[src/rtl/riscy_obi_mem_arbiter.sv]
// riscy_obi_mem_arbiter: round-robin OBI arbiter merging fetch and load/store ports onto one memory with in-order response routing
module riscy_obi_mem_arbiter #(
  parameter int MAX_OUTSTANDING = 2
) (
  input  logic        clk_i,
  input  logic        rst_i,
  input  logic        instr_req_i,
  input  logic [31:0] instr_addr_i,
  output logic        instr_gnt_o,
  output logic        instr_rvalid_o,
  output logic [31:0] instr_rdata_o,
  input  logic        data_req_i,
  input  logic        data_we_i,
  input  logic [3:0]  data_be_i,
  input  logic [31:0] data_addr_i,
  input  logic [31:0] data_wdata_i,
  output logic        data_gnt_o,
  output logic        data_rvalid_o,
  output logic [31:0] data_rdata_o,
  output logic        mem_req_o,
  output logic [31:0] mem_addr_o,
  output logic        mem_we_o,
  output logic [3:0]  mem_be_o,
  output logic [31:0] mem_wdata_o,
  input  logic        mem_gnt_i,
  input  logic        mem_rvalid_i,
  input  logic [31:0] mem_rdata_i,
  output logic [2:0]  outstanding_o,
  output logic        err_o
);
  localparam logic [2:0] MAX = 3'(MAX_OUTSTANDING);
  localparam logic [1:0] LAST = 2'(MAX_OUTSTANDING - 1);
  logic [3:0] fifo_q, fifo_d;
  logic [1:0] wptr_q, wptr_d, rptr_q, rptr_d;
  logic [2:0] cnt_q, cnt_d;
  logic       err_q, err_d, last_q, last_d, lock_q, lock_d, owner_q, owner_d;
  logic       sel, full, empty, push, pop, head;
  always_ff @(posedge clk_i) begin
    if (rst_i) begin
      fifo_q  <= '0;
      wptr_q  <= '0;
      rptr_q  <= '0;
      cnt_q   <= '0;
      err_q   <= 1'b0;
      last_q  <= 1'b1;
      lock_q  <= 1'b0;
      owner_q <= 1'b0;
    end else begin
      fifo_q  <= fifo_d;
      wptr_q  <= wptr_d;
      rptr_q  <= rptr_d;
      cnt_q   <= cnt_d;
      err_q   <= err_d;
      last_q  <= last_d;
      lock_q  <= lock_d;
      owner_q <= owner_d;
    end
  end
  // Owner 0 is fetch, 1 is load/store; a stalled owner keeps the bus until granted or it withdraws
  always_comb begin
    sel = (lock_q && (owner_q ? data_req_i : instr_req_i)) ? owner_q :
          (instr_req_i && data_req_i) ? ~last_q : data_req_i;
    full  = cnt_q == MAX;
    empty = cnt_q == 3'd0;
    mem_req_o   = !rst_i && !full && (instr_req_i || data_req_i);
    mem_addr_o  = !mem_req_o ? 32'h0 : sel ? data_addr_i : instr_addr_i;
    mem_we_o    = mem_req_o && sel && data_we_i;
    mem_be_o    = !mem_req_o ? 4'h0 : sel ? data_be_i : 4'hF;
    mem_wdata_o = (mem_req_o && sel) ? data_wdata_i : 32'h0;
    instr_gnt_o = mem_req_o && mem_gnt_i && !sel;
    data_gnt_o  = mem_req_o && mem_gnt_i && sel;
    push = mem_req_o && mem_gnt_i;
    pop  = mem_rvalid_i && !empty;
    head = fifo_q[rptr_q];
    instr_rvalid_o = !rst_i && pop && !head;
    data_rvalid_o  = !rst_i && pop && head;
    instr_rdata_o  = mem_rdata_i;
    data_rdata_o   = mem_rdata_i;
    outstanding_o  = cnt_q;
    err_o          = err_q;
  end
  always_comb begin
    fifo_d = fifo_q;
    if (push) fifo_d[wptr_q] = sel;
    wptr_d  = !push ? wptr_q : (wptr_q == LAST) ? 2'd0 : wptr_q + 2'd1;
    rptr_d  = !pop ? rptr_q : (rptr_q == LAST) ? 2'd0 : rptr_q + 2'd1;
    cnt_d   = cnt_q + 3'(push) - 3'(pop);
    err_d   = err_q || (mem_rvalid_i && empty);
    last_d  = push ? sel : last_q;
    lock_d  = mem_req_o && !mem_gnt_i;
    owner_d = sel;
  end
endmodule

[config.mk]
export PLATFORM = sky130hd
export DESIGN_NAME = riscy_obi_mem_arbiter
export DESIGN_NICKNAME = d
export VERILOG_FILES = /design/src/rtl/riscy_obi_mem_arbiter.sv
export SDC_FILE = /design/constraint.sdc
export NUM_CORES = 1
export LEC_CHECK = 0
export BUFFER_PORTS_ARGS = -buffer_cell sky130_fd_sc_hd__buf_2
export CORE_AREA = 2 2 109 111
export DETAILED_ROUTE_END_ITERATION = 7
export DIE_AREA = 0 0 111 113
export PLACE_DENSITY = 0.6
export SYNTH_ARGS = -nofsm -noshare
export SYNTH_HDL_FRONTEND = slang
export SYNTH_SLANG_ARGS = --single-unit
export TNS_END_PERCENT = 50
[constraint.sdc]
create_clock -name clk_i -period 3.5 [get_ports clk_i]
set_clock_uncertainty 0.05 [all_clocks]
set_input_delay 0.35 -clock clk_i [delete_from_list [all_inputs] [get_ports clk_i]]
set_output_delay 0.35 -clock clk_i [all_outputs]
set_load 0.01 [all_outputs]
Word-level counts from Yosys, hierarchy flattened
Cells that the tools add are included.
{"block": "totals", "register_bits": 15, "in_bits": 139}
{"block": "classes", "add_sub_neg": 4, "order_cmp": 3, "n_eq_ne": 3, "mux": 15, "n_bitwise": 1, "reduce_logical": 25}
{"operator": "$mux W32", "n": 3}
{"operator": "$logic_and A1 B1 Y1", "n": 16}
{"operator": "$mux W4", "n": 2}
{"operator": "$logic_not A1 Y1", "n": 6}
{"operator": "$lt A2 B3 Y1 const B", "n": 2}
{"operator": "$mux W1", "n": 5}
{"operator": "$add A2 B1 Y2 const B", "n": 2}
{"operator": "$bwmux W4", "n": 1}
{"operator": "$eq A2 B1 Y1 const B", "n": 2}
{"operator": "$mux W2", "n": 2}
{"operator": "$add A3 B1 Y3", "n": 1}
{"operator": "$eq A3 B2 Y1 const B", "n": 1}
{"operator": "$logic_not A3 Y1", "n": 1}
{"operator": "$sub A3 B1 Y3", "n": 1}
{"operator": "$bmux W1 S2", "n": 1}
{"operator": "$demux W1 S2", "n": 1}
{"operator": "$ge A2 B1 Y1 const B", "n": 1}
{"operator": "$logic_or A1 B1 Y1", "n": 2}
{"operator": "$not A1 Y1", "n": 1}

Depth between registers and ports, before layout
Gate-level depths: netlist (run 1).
{"block": "depth", "word_depth": 7, "mapped_depth": 12, "mapped_depth_nobuf": 10}

Least setup slack after synthesis (run 1)
OpenSTA, ideal clock, no wires.
{"block": "synth_path", "path_type": "register -> register", "start": "register cnt_q[1] (netlist: outstanding_o[1])", "end": "register cnt_q[2] (netlist: outstanding_o[2])", "arrival_ns": 2.392, "required_ns": 3.372, "setup_slack_ns": 0.980, "path_stages_with_launch": 13, "n_path_buf": 2, "synth_period_minus_slack_ns": 2.520, "cell_sequence": "dfxtp_1 or3b_1 buf_2 buf_6 nand3_2 ha_1 inv_1 ha_1 inv_1 fa_1 xor2_1 and2_1 nor3_1"}
{"block": "synth_between", "elab_chain_cells": 7, "word_cells_on_any_way": 10, "classes_between": "add/sub (2); eq/ne (1); reduce/logical (7)"}
{"element": "start: declaration", "line_no": "35", "text": "logic [2:0] cnt_q, cnt_d;"}
{"element": "start signal: assignment", "line_no": "52", "text": "cnt_q <= cnt_d;"}
{"element": "$eq A3 B2 Y1", "line_no": "63", "text": "full = cnt_q == MAX;"}
{"element": "$logic_not A1 Y1", "line_no": "65", "text": "mem_req_o = !rst_i && !full && (instr_req_i || data_req_i);"}
{"element": "$logic_and A1 B1 Y1 (2 in a row)", "line_no": "65"}
{"element": "$logic_and A1 B1 Y1", "line_no": "72", "text": "push = mem_req_o && mem_gnt_i;"}
{"element": "$add A3 B1 Y3", "line_no": "87", "text": "cnt_d = cnt_q + 3'(push) - 3'(pop);"}
{"element": "$sub A3 B1 Y3 (*)", "line_no": "87"}
Mark *: on every way between the ends. The rest lies on a longest branch, timed or not.
A chain may end at the register's enable or synchronous reset.

Worst setup path in the final report (run 1)
{"block": "layout_path", "start": "register last_q", "end": "output port mem_addr_o[8]"}
{"block": "layout_between", "elab_chain_cells": 5}
{"element": "start: declaration", "line_no": "36", "text": "logic err_q, err_d, last_q, last_d, lock_q, lock_d, owner_q, owner_d;"}
{"element": "start signal: assignment", "line_no": "54", "text": "last_q <= last_d;"}
{"element": "$not A1 Y1", "line_no": "62", "text": "(instr_req_i && data_req_i) ? ~last_q : data_req_i;"}
{"element": "$mux W1", "line_no": "62"}
{"element": "$mux W1", "line_no": "61", "text": "sel = (lock_q && (owner_q ? data_req_i : instr_req_i)) ? owner_q :"}
{"element": "$mux W32 (2 in a row)", "line_no": "66", "text": "mem_addr_o = !mem_req_o ? 32'h0 : sel ? data_addr_i : instr_addr_i;"}
{"element": "end: declaration", "line_no": "21", "text": "output logic [31:0] mem_addr_o,"}
No other way between the ends.

==> results of run 1 <==
-- layout make-up --
cell class                 instances  area (um^2)  share of cell area [%]
clock inverter                     1         5.00                   0.172
tap                              143          179                    6.13
sequential                        15          300                    10.3
multi-input combinational        189         1380                    47.2
inverter                           8         30.0                    1.03
clock buffer                       3         75.1                    2.57
timing repair buffer             188          951                    32.6
-- cells in the mapped netlist --
cell	count
clkbuf_1	6
fa_1	1
dfxtp_1	15
nor2b_1	3
nor3b_2	1
and3_1	34
buf_6	7
o21bai_1	1
or4_1	1
o211ai_1	1
mux2i_1	36
o21ba_1	1
a311oi_1	1
mux4_2	1
nand2_1	6
o21a_1	4
nand3_1	44
nand3_2	21
buf_4	66
ha_1	2
o31a_1	1
buf_2	12
nor2_1	9
inv_1	8
xor2_1	2
nor3_1	4
o311ai_1	1
nand4_1	3
nor4_1	1
o31ai_1	4
or3b_1	1
and2_1	2
buf_1	1
a21oi_1	3
-- path summary, 6_finish.rpt --
kind                                             startpoint                          end  slack [ps]  cells after the start
worst min register to register       rptr_q[1]$_SDFFE_PP0P_       rptr_q[1]$_SDFFE_PP0P_         390                      2
worst max register to register  outstanding_o[1]$_SDFF_PP0_  outstanding_o[2]$_SDFF_PP0_         990                     10
worst min-delay path                           mem_rvalid_i             err_o$_SDFF_PP0_         310                      3
worst max-delay path                    last_q$_SDFFE_PP1N_                mem_addr_o[8]         900                      5
-- metrics by stage --
| step | total power, mW | instance area, um^2 | utilization [%] | setup WS (ps) |
|---|---|---|---|---|
| after floorplan | 0.702 | 2370 | - | 980 |
| after global placement | 0.780 | 2840 | 25.2 | 1100 |
| after detailed placement | 0.794 | 2840 | 25.2 | 1010 |
| after CTS | 1.02 | 2920 | 25.9 | 852 |
| after global routing | 1.09 | 2920 | 25.9 | 665 |
| final | 1.01 | 2920 | 25.9 | 898 |
-- power breakdown --
group          internal, mW  switching (mW)  leakage [nW]
clock network         0.153          0.0701        0.0409
registers             0.199          0.0350         0.123
logic                 0.236           0.316          1.50
-- cells by family (layout without fill, tap and decap cells) --
kind of cell | after synthesis | count (layout)
compound gates | 17 | 17
xor+xnor | 2 | 2
fa+ha+maj | 3 | 3
buf+inv | 100 | 200
flops | 15 | 15
mux | 37 | 37
simple gates | 130 | 130
-- worst max-delay path, stage by stage (launching register included) --
cell and delay, ps:
dfxtp_1 310, nor2_1 180, o31a_2 490, buf_4 540, mux2i_1 250, buf_2 150
-- flip-flops by register name (all words and copies together) (netlist names) --
name / count
owner_q: 1
wptr_q: 2
lock_q: 1
err_o: 1
last_q: 1
rptr_q: 2
fifo_q: 4
outstanding_o: 3
-- per-layer routing --
layer	vias to the layer above	GRT usage, %	share of wire, %	wire, um
li1	1203	-	-	-
met1	1075	11.8	42	2780
met2	91	16.3	49	3210
met3	10	1.98	8.1	535
met4	0	1.83	0.79	52
met5	-	0	0	0
==> metrics.txt, run 1 <==
IO Pins 281; CTS tree yes; syn nets ~450; Synth area leader buf_4; Die W ~110 um; Initial Utilization 21.0%; initial antenna violation count 0; most frequent cells in the layout buf_2 (184), nand3_1 (44), mux2i_1 (36), and3_1 (34), nand3_2 (21); area of the mapped netlist about 0.0024 mm^2; most common cell after layout, fill and taps aside buf_2; post-synthesis register bit count 15; Final Hold Vio Count 0; first-pass GRT wire length 10200 um; dominant combinational cell family by area after synthesis simple AND/OR/NAND/NOR gates; Worst EP required 3100 ps; layout cell share with drive strength beyond 1 54.0%; fillers 1262; Compound-Gate Fraction of Synth Area 5.34%; register area share after synthesis 12.7%; leakage power total 1.66 nW; final setup vio count 0; total CTS buffers 3; RSZ-0062 raised after global routing no; fmax 384 MHz; clock slew at reported path FFs around 50 ps; Routed wire per std cell 12.0 um; Max VDD drop 300 uV; largest net degree at the start of global routing 68; Worst Setup Start Kind register; Final Slew Violations 0; reported max-cap violation count 0; Port Buffer Count 184; Fin Hold WS 314 ps; post-CTS setup buffer count 0; synth unique cells 34; worst-case clock buffer depth 2; post-layout min period 2600 ps; Worst Path Arrival 2200 ps; Syn Inst Count 304; critical path class register to output pin; via count 2379; clk_lat worst skew around 240 ps; Worst-Margin Slew 877 ps; Core Area roughly 0.011 mm^2; Inst Count DP 543; Worst Setup End Kind output pin; Die Span Y roughly 110 um; # diodes 0; CP max FO 51; mux cell area share after synthesis 16.2%; die area 0.0125 mm^2; Iteration-0 DRC Markers 67; Pwr Density 346 mW/mm^2; cts hold-fix bufs 0; non-filler instance count after layout 547; Yosys top cell area share about a fifth; XOR/XNOR share of the synthesized area less than 1%; Post-Synth Simple-Gate Area 34.0%; number of global-route vias before repair roughly 2.2k; GR Overflow Total 0; Detailed Place HPWL 5340 um; setup TNS 0 ps; clk sinks 15; Synth area leaders buf_4 (21%), mux2i_1 (15%), dfxtp_1 (13%); GRT Total Usage 9.28%; worst rel slew slack 41.0%; Area Overhead vs Synth 23.3%; HP Class input pin to register; routability congestion estimate 0.808; status completed; Layout Nets 547; row count 39; routed wire length approximately 6600 um; final period utilization between 70% and 80%; Root Driver clkbuf_16; Synth Area per Inst 7.79 um^2; Post-Synth Adder-Cell Area 1.90%; First-pass DRT Iterations 4; number of cells upsized or downsized after cts 0; htree depth 1; Synth warnings 0; DRC viols 0; DR vias/cell 4.35; Final ANT Viol Nets 0
No activity file was read; power rests on OpenSTA's default activity.
==> run 2, diff against run 1 <==
==> constraint.sdc (replaced) <==
create_clock -name clk_i -period 2.5 [get_ports clk_i]
set_clock_uncertainty 0.05 [all_clocks]
set_input_delay 0.25 -clock clk_i [delete_from_list [all_inputs] [get_ports clk_i]]
set_output_delay 0.25 -clock clk_i [all_outputs]
set_load 0.01 [all_outputs]
==> metrics.txt, run 2 (same netlist as run 1, synthesis figures left out) <==
total CTS buffers 3 (unchanged); final instance area 0.00300 mm^2 (+3.0%); Max VDD drop 384 uV (+28%); Util after Layout 26.7% (+0.77 points); GR Overflow Total 0 (unchanged); GRT Total Usage 12.4% (+3.1 points); Routed wire per std cell 15.4 um (+28%); Area Overhead vs Synth 26.9%; final setup vio count 0 (unchanged); # diodes 0 (unchanged); Worst Setup End Kind register; post-CTS setup buffer count 0 (unchanged); DRC viols 0 (unchanged); WL met1 3400 um (+22%); status completed; IO Pins 281 (unchanged); Root Driver clkbuf_16; CTS tree yes; Final Hold Vio Count 0 (unchanged); Initial Utilization 21.0% (unchanged); leakage power total 1.68 nW (+1.4%); routability congestion estimate 0.800 (-1.1%); Worst Setup Start Kind register; most frequent cells in the layout buf_2 (184), nand3_1 (44), mux2i_1 (36), and3_1 (34), nand3_2 (20); clk_lat worst skew 240 ps (about the same); Worst Path Arrival 2460 ps (+260 ps); Detailed Place HPWL 7070 um (+33%); Final ANT Viol Nets 0 (unchanged); fmax 425 MHz; met3 WL 672 um (+26%); number of global-route vias before repair 2372 (+8.1%); Layout Nets 549 (+0.37%); initial antenna violation count 0 (unchanged); die area 0.0125 mm^2 (unchanged); layout cell share with drive strength beyond 1 55.2% (+1.2 points); Reg with most FFs fifo_q; DR vias/cell 4.58 (+5.2%); setup TNS 0 ps (unchanged); Port Buffer Count 184 (unchanged); Die Span Y 113 um (unchanged); worst-case clock buffer depth 2 (unchanged); first-pass GRT wire length 12800 um (+25%); Worst-Margin Slew 824 ps (-53.0 ps); met2 routed WL 4230 um (+32%); HP Class input pin to register; row count 39 (unchanged); First-pass DRT Iterations 4 (unchanged); Worst EP required 2610 ps (-490 ps); CP max FO 7 (-86%); worst rel slew slack 44.6% (+3.6 points); Top Layer Used met4; post-layout min period about 2400 ps; Final Slew Violations 0 (unchanged); max reg flops 4 (unchanged); Pwr Density 500 mW/mm^2 (+45%); Die W 111 um (unchanged); final period utilization 94.0%; htree depth 1 (unchanged); Iteration-0 DRC Markers 80 (+19%); clk sinks 15 (unchanged); clock slew at reported path FFs 50 ps (about the same); RSZ-0062 raised after global routing no; via count 2512 (+5.6%); reported max-cap violation count 0 (unchanged); DP Area 0.00288 mm^2 (+1.5%); largest net degree at the start of global routing 68 (unchanged); critical path class register to register; routed wire length 8450 um (+28%); Core Area 0.0113 mm^2 (unchanged); most common cell after layout, fill and taps aside buf_2
run 2: worst paths after layout:
kind	start	cells past startpoint	to	slack [ps]
worst max-delay path	outstanding_o[1]$_SDFF_PP0_	10	outstanding_o[2]$_SDFF_PP0_	150
worst min-delay path	mem_rvalid_i	3	err_o$_SDFF_PP0_	240
worst max register to register	outstanding_o[1]$_SDFF_PP0_	10	outstanding_o[2]$_SDFF_PP0_	150
worst min register to register	rptr_q[1]$_SDFFE_PP0P_	2	rptr_q[1]$_SDFFE_PP0P_	400
run 2: metrics by stage:
stage	cells	setup slack (ps)	hold WS, ps	power (mW)
3_5_place_dp	545	38.7	385	1.16
5_1_grt	549	8.81	267	1.60
2_1_floorplan	304	77.8	279	0.984
3_3_place_gp	545	162	394	1.14
4_1_cts	549	25.3	217	1.48
6_report	549	150	239	1.50
run 2: power by group:
group	switching, mW	internal, mW	total [mW]
Clock	0.0974	0.216	0.313
Combinational	0.491	0.365	0.857
Sequential	0.0500	0.283	0.333
run 2: critical path: stages (launching register included):
cell and delay [ps]:
dfxtp_4 390, or3b_4 420, nand3_4 110, ha_1 230, inv_1 50, ha_1 120
inv_1 40, fa_1 380, xor2_1 170, and2_1 160, nor3_1 130
run 2: repair_timing:
item / CTS / global route
hold buffers: 0 / 0
setup endpoints to repair: 0 / 39
gates resized for setup: 0 / 10
run 2: layer usage:
| layer | GRT usage [%] | vias to the layer above |
|---|---|---|
| li1 | - | 1211 |
| met1 | 15.3 | 1148 |
| met2 | 21.8 | 124 |
| met3 | 3.27 | 29 |
| met4 | 2.58 | 0 |
| met5 | 0 | - |
run 2: area by class of cell:
class | count | area [um^2]
tap | 143 | 179
sequential | 15 | 305
multi-input combinational | 189 | 1420
timing repair buffer | 190 | 995
fill | 1252 | 8270
inverter | 8 | 30.0
clock buffer | 4 | 78.8
